`src/rtl/seq_bit_frontend.sv`:
```
// Step-button bit entry front end: synchronizes din/btn and debounces btn.
// Each accepted press strobes the din value into a 4-bit history.
module seq_bit_frontend #(
  parameter int DEBOUNCE_CYCLES = 250000
) (
  input  logic       clk,
  input  logic       rst_n,
  input  logic       din,
  input  logic       btn,
  output logic       bit_valid,
  output logic       bit_out,
  output logic [3:0] hist,
  output logic [7:0] bit_count
);

  localparam int CW = (DEBOUNCE_CYCLES > 2) ? $clog2(DEBOUNCE_CYCLES) : 1;
  localparam logic [CW-1:0] CNT_MAX = CW'(DEBOUNCE_CYCLES - 1);

  localparam logic [1:0] IDLE         = 2'd0;
  localparam logic [1:0] PRESS_WAIT   = 2'd1;
  localparam logic [1:0] HELD         = 2'd2;
  localparam logic [1:0] RELEASE_WAIT = 2'd3;

  logic [1:0]    btn_sync;
  logic [1:0]    din_sync;
  logic          btn_s;
  logic          din_s;
  logic [1:0]    state;
  logic [CW-1:0] cnt;

  assign btn_s = btn_sync[1];
  assign din_s = din_sync[1];

  always_ff @(posedge clk or negedge rst_n) begin
    if (!rst_n) begin
      btn_sync <= 2'b00;
      din_sync <= 2'b00;
    end else begin
      btn_sync <= {btn_sync[0], btn};
      din_sync <= {din_sync[0], din};
    end
  end

  always_ff @(posedge clk or negedge rst_n) begin
    if (!rst_n) begin
      state     <= IDLE;
      cnt       <= '0;
      bit_valid <= 1'b0;
      bit_out   <= 1'b0;
      hist      <= 4'b0000;
      bit_count <= 8'd0;
    end else begin
      bit_valid <= 1'b0;
      unique case (state)
        IDLE: begin
          if (btn_s) begin
            state <= PRESS_WAIT;
            cnt   <= '0;
          end
        end
        PRESS_WAIT: begin
          if (!btn_s) begin
            state <= IDLE;
          end else if (cnt == CNT_MAX) begin
            // accept: capture din_s as sampled on this same edge
            state     <= HELD;
            bit_valid <= 1'b1;
            bit_out   <= din_s;
            hist      <= {hist[2:0], din_s};
            bit_count <= bit_count + 8'd1;
          end else begin
            cnt <= cnt + CW'(1);
          end
        end
        HELD: begin
          if (!btn_s) begin
            state <= RELEASE_WAIT;
            cnt   <= '0;
          end
        end
        RELEASE_WAIT: begin
          if (btn_s) begin
            state <= HELD;
          end else if (cnt == CNT_MAX) begin
            state <= IDLE;
          end else begin
            cnt <= cnt + CW'(1);
          end
        end
        default: state <= IDLE;
      endcase
    end
  end

endmodule

```
`config.mk`:
```
export PLATFORM = sky130hd
export DESIGN_NAME = seq_bit_frontend
export DESIGN_NICKNAME = d
export VERILOG_FILES = /design/src/rtl/seq_bit_frontend.sv
export SDC_FILE = /design/constraint.sdc
export NUM_CORES = 1
export LEC_CHECK = 0
export ABC_AREA = 1
export CAP_MARGIN = 40
export CORE_AREA = 2 2 74 62
export DETAILED_ROUTE_END_ITERATION = 10
export DIE_AREA = 0 0 76 64
export PLACE_DENSITY = 0.84
export RECOVER_POWER = 50
export SYNTH_ARGS = -nofsm -noshare
export SYNTH_HDL_FRONTEND = slang
export SYNTH_SLANG_ARGS = --single-unit
```
`constraint.sdc`:
```
create_clock -name clk -period 1.5 [get_ports clk]
set_input_delay 0.15 -clock clk [delete_from_list [all_inputs] [get_ports clk]]
set_output_delay 0.15 -clock clk [all_outputs]
set_load 0.01 [all_outputs]
```
==> impl.org <==
** Critical path
- Data required time of the worst path :: 1.66 ns
- Critical path data arrival time :: 1.68 ns
- CP Capture Type :: register
- WS Path Type :: reg2reg
- The critical path goes through ha_2, nand2_2, nor2_4, inv_2, nor2_2, nand3_2, nand2_4, buf_12, o21ai_0.
- The slowest stage of the critical path is the dfrtp_1 cell.
- CP max FO :: 19
- The critical path starts at cnt[1].
- Launch point of the worst reg-to-reg path :: cnt[1]
- For this run, the slowest stage of the critical path takes 0.36 ns.
- Setup crit start kind :: register

** Yosys
- Synth async-reset ratio :: 100%
- Commonest register cell after synthesis :: dfrtp_1
- Synthesized cell area :: 2030 sq um
- The share of the Yosys chip area taken by registers is 45.7%.
- Synthesis inferred 37 register bits.
- Post-Syn Area per Cell :: 7.74 sq um
- Mapped Cells :: 262
- Number of nets produced by synthesis :: 268
- Synthesis instantiated 29 different standard cells from the library.
- Yosys printed 0 warnings.
- The synthesized design contains 0 enable-type register cells.

** Place
- The wire-length estimate of the detail-placed layout is 3.39 mm.
- Routability-driven placement finished with a final weighted congestion of 0.937.
- At the placement stage, the worst setup path has a slack of -0.0201 ns.
- Total of buffers placed on input and output ports :: 17

** Global route
- Aggregate global-route resource usage :: 21.2%
- Initial antenna violation count :: 0
- Number of global-route vias before repair :: 1766
- Pin count of the biggest net entering global routing :: 22
- Global-route wire length before repair :: 8.05 mm
- Global routing finished with a remaining overflow of 0.

** Routing
- Final WL :: 4.48 mm
- DRC errors left :: 0
- After detailed routing, the number of vias per cell comes to 5.16.
- The detailed router placed 1858 vias in this run.
- Dividing the detail-routed wire length by the instance count gives 12.5 microns.
- Post-DRT Antenna Nets :: 0
- Detailed-router iteration count before antenna repair :: 4
- Count of routing violations after the opening detailed-route iteration :: 111

** STA
- Setup repair after global routing could not meet its margin everywhere.
- Setup violations remaining at the end of the flow were counted as 2.
- After layout, the worst setup slack is -0.0134 ns.
- Final hold violations :: 0
- The clock arrives with 0.00418 ns of skew.
- The number of max-slew violations in the final report is 0.
- Measured against its own limit, the worst slew margin works out to 30.7%.
- Final clock period utilization by the worst path :: 101%
- Tmin final :: 1.51 ns
- Slew at the pin with the worst max-slew slack :: 1.04 ns
- Static timing analysis puts the maximum clock frequency at 661 MHz.
- Total Negative Setup Slacks :: -0.0185 ns

** Layout
- Fraction of layout cells with a size suffix above 1 :: 16.8%
- At the end of the flow the core is filled with cells to 61.6%.
- Compared with the post-synthesis result, the final layout area differs by 23.7%.
- The repair_antennas step left the layout with diodes totalling 0.
- The library cell used most frequently in the layout, excluding fill and tap cells, is nand2_1.
- Highest-count cells in the layout ignoring fill and taps :: nand2_1 (83), dfrtp_1 (37), nor2_1 (27)
- For this run, the post-layout net count is 308.

** Floorplan
- From bottom edge to top edge, the die measures 64 microns.
- Core region area :: 4070 sq um
- 18 I/O pins were placed.
- Initial cell density of the core :: 49.8%
- Horizontal die dimension :: 76 microns
- The initialized floorplan defines 21 standard-cell rows.
- Area enclosed by the die boundary :: 4860 sq um

** Clock tree
- Root buffer cell :: clkbuf_8
- Source-to-sink clock delay at the later pin of the worst-skew pair :: 0.29 ns
- Post-CTS setup buffers :: 0
- CTS buffer count :: 5
- Deepest level of the CTS H-tree :: 2
- Maximum buffer depth of the clock tree :: 2
- Clock input transition at the sequential cells of the worst setup and hold paths :: 0.07 ns
- CTS tree :: yes
- CTS saw 37 sinks.

** Power
- For this design the static power due to leakage is 1.13 nW.
- Across the VDD grid, the largest voltage drop is 545 uV.
- Power density over the cells :: 721 nW/um^2

** Worst hold path
- Hold Startpoint :: btn_sync[0]
- Class of the most critical hold timing path :: reg2reg

** Status
- The final reports fail on setup timing.
- The flow ran to the end, but the final reports show violations.

** Job
- Max-cap violations in this run came to 0.
[through the flow]
step / hold WS (ns) / std cells / instance area (sq um) / power [mW]
global route: 0.360 / 360 / 2510 / 1.89
finish: 0.355 / 360 / 2510 / 1.81
detailed placement: 0.115 / 351 / 2400 / 1.15
floorplan: -0.146 / 262 / 2030 / 1.09
global placement: 0.122 / 351 / 2400 / 1.15
CTS: 0.291 / 360 / 2500 / 1.82
[logic make-up (layout without fill, tap and decap cells)]
family | Yosys count | in the layout | synth area share, %
AND/OR/NAND/NOR | 157 | 157 | 33.8
adder cells (fa/ha/maj) | 2 | 2 | 1.23
AO/OA/AOI/OAI | 24 | 24 | 7.53
buffers and inverters | 31 | 72 | 7.03
XOR/XNOR | 11 | 11 | 4.75
flip-flops | 37 | 37 | 45.7
[layout make-up]
cell class,count,area (sq um)
clock inverter,2,10.0
fill,359,1560
timing repair buffer,38,349
multi-input combinational,194,980
inverter,26,100
sequential,37,926
tap,57,71.3
clock buffer,6,72.6
[routing by layer]
layer	part of all wire (%)	global-route usage (%)
met1	46	28.7
met2	46	32.0
met3	5.7	4.94
met4	2.7	11.1
met5	0	0
[cells in the mapped netlist, types with 3 or more instances]
| master | number | area, sq um |
|---|---|---|
| xnor2_1 | 3 | 26.3 |
| nand4_1 | 5 | 31.3 |
| nand2_1 | 83 | 312 |
| nor2_1 | 32 | 120 |
| inv_1 | 23 | 86.3 |
| dfrtp_1 | 37 | 926 |
| o21bai_1 | 3 | 22.5 |
| o21ai_0 | 11 | 55.1 |
| nor3_1 | 4 | 20.0 |
| xor2_1 | 8 | 70.1 |
| nand3_1 | 23 | 115 |
| o21ai_2 | 6 | 52.6 |
[final timing paths]
check	slack, ns	endpoint	cells past startpoint
hold / removal	0.35	btn_sync[1]	0
max in group asynchronous	0.13	cnt[12]	3
setup reg to reg	-0.01	cnt[15]	9
hold reg to reg	0.35	btn_sync[1]	0
setup / recovery	-0.01	cnt[15]	9
min in group asynchronous	0.60	bit_count[7]	2
[flip-flops by register name (all words and copies together), names as in the netlist, named ones only]
signal,flops
cnt,18
bit_valid,1
state,1
din_sync,2
bit_count,8
btn_sync,2
hist,4
[power by group]
group,switching [mW],total (mW),internal (mW)
Sequential,0.0107,1.02,1.01
Clock,0.351,0.673,0.322
Combinational,0.0695,0.112,0.0425
Total,0.432,1.81,1.38
[worst max-delay path, delay by kind of cell, from the launching register on]
| family | cells | cell delay, ns |
|---|---|---|
| AO/OA/AOI/OAI | 1 | 0.11 |
| adder cells (fa/ha/maj) | 1 | 0.18 |
| buffers and inverters | 2 | 0.20 |
| flip-flops | 1 | 0.36 |
| AND/OR/NAND/NOR | 5 | 0.53 |
[repair_timing]
action | 4_1_cts | 5_1_grt
hold buffers | 1 | 0
endpoints found under the hold margin | 19 | 0
endpoints found under the setup margin | 10 | 31
resized for setup | 4 | 4
(Power assumes the default switching activity.)
==> variant 1 (config.mk and constraints unchanged) <==
Set the parameter `DEBOUNCE_CYCLES` to 1000000 (it was 250000).
--- a/src/rtl/seq_bit_frontend.sv
+++ b/src/rtl/seq_bit_frontend.sv
@@ -1,7 +1,7 @@
 // Step-button bit entry front end: synchronizes din/btn and debounces btn.
 // Each accepted press strobes the din value into a 4-bit history.
 module seq_bit_frontend #(
-  parameter int DEBOUNCE_CYCLES = 250000
+  parameter int DEBOUNCE_CYCLES = 1000000
 ) (
   input  logic       clk,
   input  logic       rst_n,
Check against the original RTL: same outputs for any inputs over 10 cycles, from zero or initial values and one cycle with rst_n low; that may be too few to reach the edited logic, so the function may still have changed.
==> variant 1 against the original RTL <==
The run still ends with setup timing left; die area stayed put; design area grew 19%; clock power grew 41%; final cell count increased by 16%; first-iteration DRC count increased by 130%; wire length up 45%; via count is 24% higher; sequential cell count rose by 2; power rose by 25%; worst setup slack lost 0.093 ns; area after synthesis rose by 10%; critical path depth did not move; count of clock-buffer cells in the layout shrank 1; largest power group unchanged; highest routed layer unchanged.
==> variant 1: results <==
group,metric,value,unit
status,outcome,"finished with violations",
status,failed_checks,"setup timing",
global_route,first_global_vias,2078,
global_route,grt_usage,0.259,
sta,worst_setup_skew_after_layout,0.0114,ns
placement,dpl_cell_area,0.00267,mm²
layout,area.sequential,980,µm²
power_and_ir_drop,switching_share,0.275,
logic_synthesis,synth_fp_nets,311,
power_and_ir_drop,p_comb,0.215,mW
sta,setup_slack,-0.106,ns
clock_network,clkSinkCount,39,
layout,cell_area_after_layout,0.00298,mm²
logic_synthesis,fraction_of_the_mapped_netlist_area_in_compound_gates,0.0408,
logic_synthesis,synth_adder_area_share,0.0112,
drt,drt-total-wl,6.50,mm
layout,final.signal_buffer_count,50,
layout,layout.nonclk_buf_frac,0.145,
global_route,grt_start_max_net_pins,40,
sta,worst_slew_margin_rel,0.352,
layout,final.signal_inverter_count,34,
layout,fillers,275,
logic_synthesis,ys_types,27,
clock_network,cts_resized,16,
layout,fin_nets,366,
layout,multi_input_comb_cells,230,
drt,first_iteration_detailed_routing_drc_count,257,
power_and_ir_drop,power_leakage,1.47,nW
placement,place_worst_setup_slack,-0.0563,ns
clock_network,clock_insertion_delay_worst_skew,0.31,ns
logic_synthesis,ys_top_cells_by_count,"110 x sky130_fd_sc_hd__nand2_1, 39 x sky130_fd_sc_hd__dfrtp_1, 31 x sky130_fd_sc_hd__inv_1, 30 x sky130_fd_sc_hd__nand3_1, 27 x sky130_fd_sc_hd__nor2_1",
global_route,grt_pass1_wl,9.76,mm
drt,via_count,2304,
sta,setup_violations,32,
logic_synthesis,yosys-top-cells-area,"sky130_fd_sc_hd__dfrtp_1 44%, sky130_fd_sc_hd__nand2_1 18%, sky130_fd_sc_hd__nand3_1 6.7%",
worst_setup_path,cp_slowest_stage_delay,0.42,ns
layout,clkCellAreaFrac,0.0386,
logic_synthesis,yosys.area_share.xor_xnor,0.0470,
-- variant 1: cell count changes after synthesis, sizes merged, moves of 2 or more --
cell and delta:
o22ai -2, inv +8, nand2 +30, dfrtp +2, o21ai -2, o21bai -2, nand3 +7, nand4 +3
-- variant 1: final timing paths --
check	to	depth (start not counted)	slack, ns	from
min in group asynchronous	cnt[17]	3	0.61	rst_n
max in group asynchronous	bit_count[2]	3	0.22	rst_n
worst min-delay path	din_sync[1]	0	0.37	din_sync[0]
worst max-delay path	bit_count[2]	9	-0.11	cnt[1]
worst min register to register	din_sync[1]	0	0.37	din_sync[0]
worst max register to register	bit_count[2]	9	-0.11	cnt[1]
-- variant 1: routing by layer --
layer	routed length, µm	track usage	up-vias
met4	201	0.0795	0
met3	533	0.0607	23
met5	0	0	-
met1	2610	0.325	1087
met2	3150	0.448	119
li1	-	-	1075
-- variant 1: worst register-to-register path, stage by stage, from the launching register on --
cell                      delay (ns)
sky130_fd_sc_hd__dfrtp_1        0.42
sky130_fd_sc_hd__ha_4           0.17
sky130_fd_sc_hd__nand2_4        0.07
sky130_fd_sc_hd__nor2_4         0.14
sky130_fd_sc_hd__nand4_1        0.13
sky130_fd_sc_hd__nor2_2         0.15
sky130_fd_sc_hd__nand4_2        0.13
sky130_fd_sc_hd__buf_6          0.18
sky130_fd_sc_hd__nand2_2        0.06
sky130_fd_sc_hd__nand2_1        0.05
-- variant 1: per-stage QoR --
step / power, mW / instances / TNS (ns) / utilization
6_report: 2.27 / 418 / -1.98 / 0.732
2_1_floorplan: 1.19 / 305 / 0 / -
3_5_place_dp: 1.28 / 406 / -0.680 / 0.656
3_3_place_gp: 1.27 / 406 / 0 / 0.656
5_1_grt: 2.33 / 418 / -4.56 / 0.732
4_1_cts: 2.23 / 415 / -0.270 / 0.700
==> variant 2 (same settings) <==
Made on the original files. Reset style: synchronous (`rst_n`), changed in 2 clocked blocks.
--- a/src/rtl/seq_bit_frontend.sv
+++ b/src/rtl/seq_bit_frontend.sv
@@ -31,7 +31,7 @@
   assign btn_s = btn_sync[1];
   assign din_s = din_sync[1];
 
-  always_ff @(posedge clk or negedge rst_n) begin
+  always_ff @(posedge clk) begin
     if (!rst_n) begin
       btn_sync <= 2'b00;
       din_sync <= 2'b00;
@@ -41,7 +41,7 @@
     end
   end
 
-  always_ff @(posedge clk or negedge rst_n) begin
+  always_ff @(posedge clk) begin
     if (!rst_n) begin
       state     <= IDLE;
       cnt       <= '0;
Check against the original RTL: same outputs for any inputs over 10 cycles, from zero or initial values and one cycle with rst_n low; that may be too few to reach the edited logic, so the function may still have changed.
==> variant 2 against the original RTL <==
The run still ends with setup timing left; worst setup slack got worse by 0.11 ns; hold slack better by 0.011 ns; area after synthesis hardly changed; power decreased by 1.1%; design area rose by 13%; wire length rose by 46%; sequential cell count is the same; combinational power decreased by 19%; final cell count is 15% higher; critical path depth down 1; highest routed layer unchanged.
==> variant 2: results <==
group,metric,value,unit
status,outcome,"finished with violations",
status,failed_checks,"setup timing",
power_and_ir_drop,switching_share,0.251,
drt,drt-total-wl,6.52,mm
sta,setup_violations,13,
sta,worst_setup_skew_after_layout,0.00803,ns
logic_synthesis,fraction_of_the_mapped_netlist_area_in_compound_gates,0.101,
power_and_ir_drop,sequentialPowerShare,0.552,
logic_synthesis,synth_fp_nets,310,
global_route,first_global_vias,1837,
clock_network,clock_insertion_delay_worst_skew,0.31,ns
layout,multiInputGateArea,0.00134,mm²
power_and_ir_drop,power_leakage,1.09,nW
worst_setup_path,cp-endpoint,"cnt[13]",
layout,multi_input_logic_portion_of_the_cell_area,0.472,
placement,hpwl,3.73,mm
worst_hold_path,holdPathEnd,"btn_sync[0]",
sta,setup_slack,-0.124,ns
logic_synthesis,yosys-top-cells-area,"sky130_fd_sc_hd__dfxtp_1 36%, sky130_fd_sc_hd__nand2_1 16%, sky130_fd_sc_hd__inv_1 6.8%",
layout,final.signal_buffer_count,49,
worst_hold_path,min-delay-start,"btn",
logic_synthesis,ys_types,31,
worst_setup_path,path_max_fanout,3,
sta,worst_slew_pin_slew,0.783,ns
logic_synthesis,synth-async-reset-ratio,0,
power_and_ir_drop,ir_drop,0.478,mV
power_and_ir_drop,total_power,1.79,mW
worst_setup_path,timing.reg2reg.worst_path_depth,8,
worst_hold_path,worst_hold_path_stage_count,3,
layout,fin_nets,361,
layout,drive_gt1_frac,0.340,
power_and_ir_drop,p_comb,0.0909,mW
layout,multi_input_comb_cells,220,
drt,via_count,2314,
sta,post-route-min-period,1.62,ns
placement,place.gp.congestion,0.932,
layout,seqAreaFraction,0.267,
layout,clkCellAreaFrac,0.0291,
logic_synthesis,ys_top_cells_by_count,"85 x sky130_fd_sc_hd__nand2_1, 37 x sky130_fd_sc_hd__dfxtp_1, 37 x sky130_fd_sc_hd__inv_1, 36 x sky130_fd_sc_hd__nor2_1, 23 x sky130_fd_sc_hd__a21oi_1",
logic_synthesis,yosys.area_share.xor_xnor,0.0216,
sta,final.setup.tns,-0.371,ns
worst_setup_path,critical_path_arrival,1.87,ns
drt,first_iteration_detailed_routing_drc_count,237,
layout,fillers,271,
layout,final.signal_inverter_count,42,
==> variant 2: cell count changes in the layout (fill, tap and decap cells not counted), sizes merged, moves of 3 or more <==
cell           before  now
nand2              85   89
xor2                8    5
dfxtp               0   37
xnor2               3    0
dfrtp              37    0
inv                26   41
clkdlybuf4s50      14   11
a21oi               1   27
o21ai              18    8
buf                20   31
dlygate4sd3         3    6
nor2               35   42
nand4               6   13
==> variant 2: cell families after synthesis <==
kind of cell	after synthesis
AND/OR/NAND/NOR	174
buffers and inverters	49
AO/OA/AOI/OAI	37
flip-flops	37
XOR/XNOR	5
adder cells (fa/ha/maj)	2
==> variant 2: repair_timing <==
item | in CTS | in global routing
gates cloned | 0 | 2
pin swaps | 4 | 19
setup buffers | 0 | 5
gates resized for setup | 10 | 69
endpoints found under the setup margin | 24 | 32
==> variant 2: through the flow <==
| step | cells | hold slack (ns) |
|---|---|---|
| final | 413 | 0.365 |
| after global routing | 413 | 0.420 |
| after floorplan | 304 | 0.248 |
| after detailed placement | 398 | 0.401 |
| after CTS | 406 | 0.378 |
| after global placement | 398 | 0.393 |
==> variant 2: layer usage <==
metal / GRT usage / routed length [µm] / vias up
met2: 0.333 / 3030 / 145
met1: 0.283 / 2620 / 1046
met5: 0 / 0 / -
met4: 0.134 / 385 / 0
li1: - / - / 1082
met3: 0.0480 / 485 / 41
==> variant 2: worst max-delay path: stages, from the launching register on <==
cell and delay (ns):
sky130_fd_sc_hd__dfxtp_1 0.40, sky130_fd_sc_hd__nand2_1 0.14, sky130_fd_sc_hd__nor2_2 0.18, sky130_fd_sc_hd__nand3_1 0.15
sky130_fd_sc_hd__nor2_1 0.25, sky130_fd_sc_hd__inv_2 0.08, sky130_fd_sc_hd__o21ai_1 0.14, sky130_fd_sc_hd__nand2_1 0.09
sky130_fd_sc_hd__a21oi_2 0.13
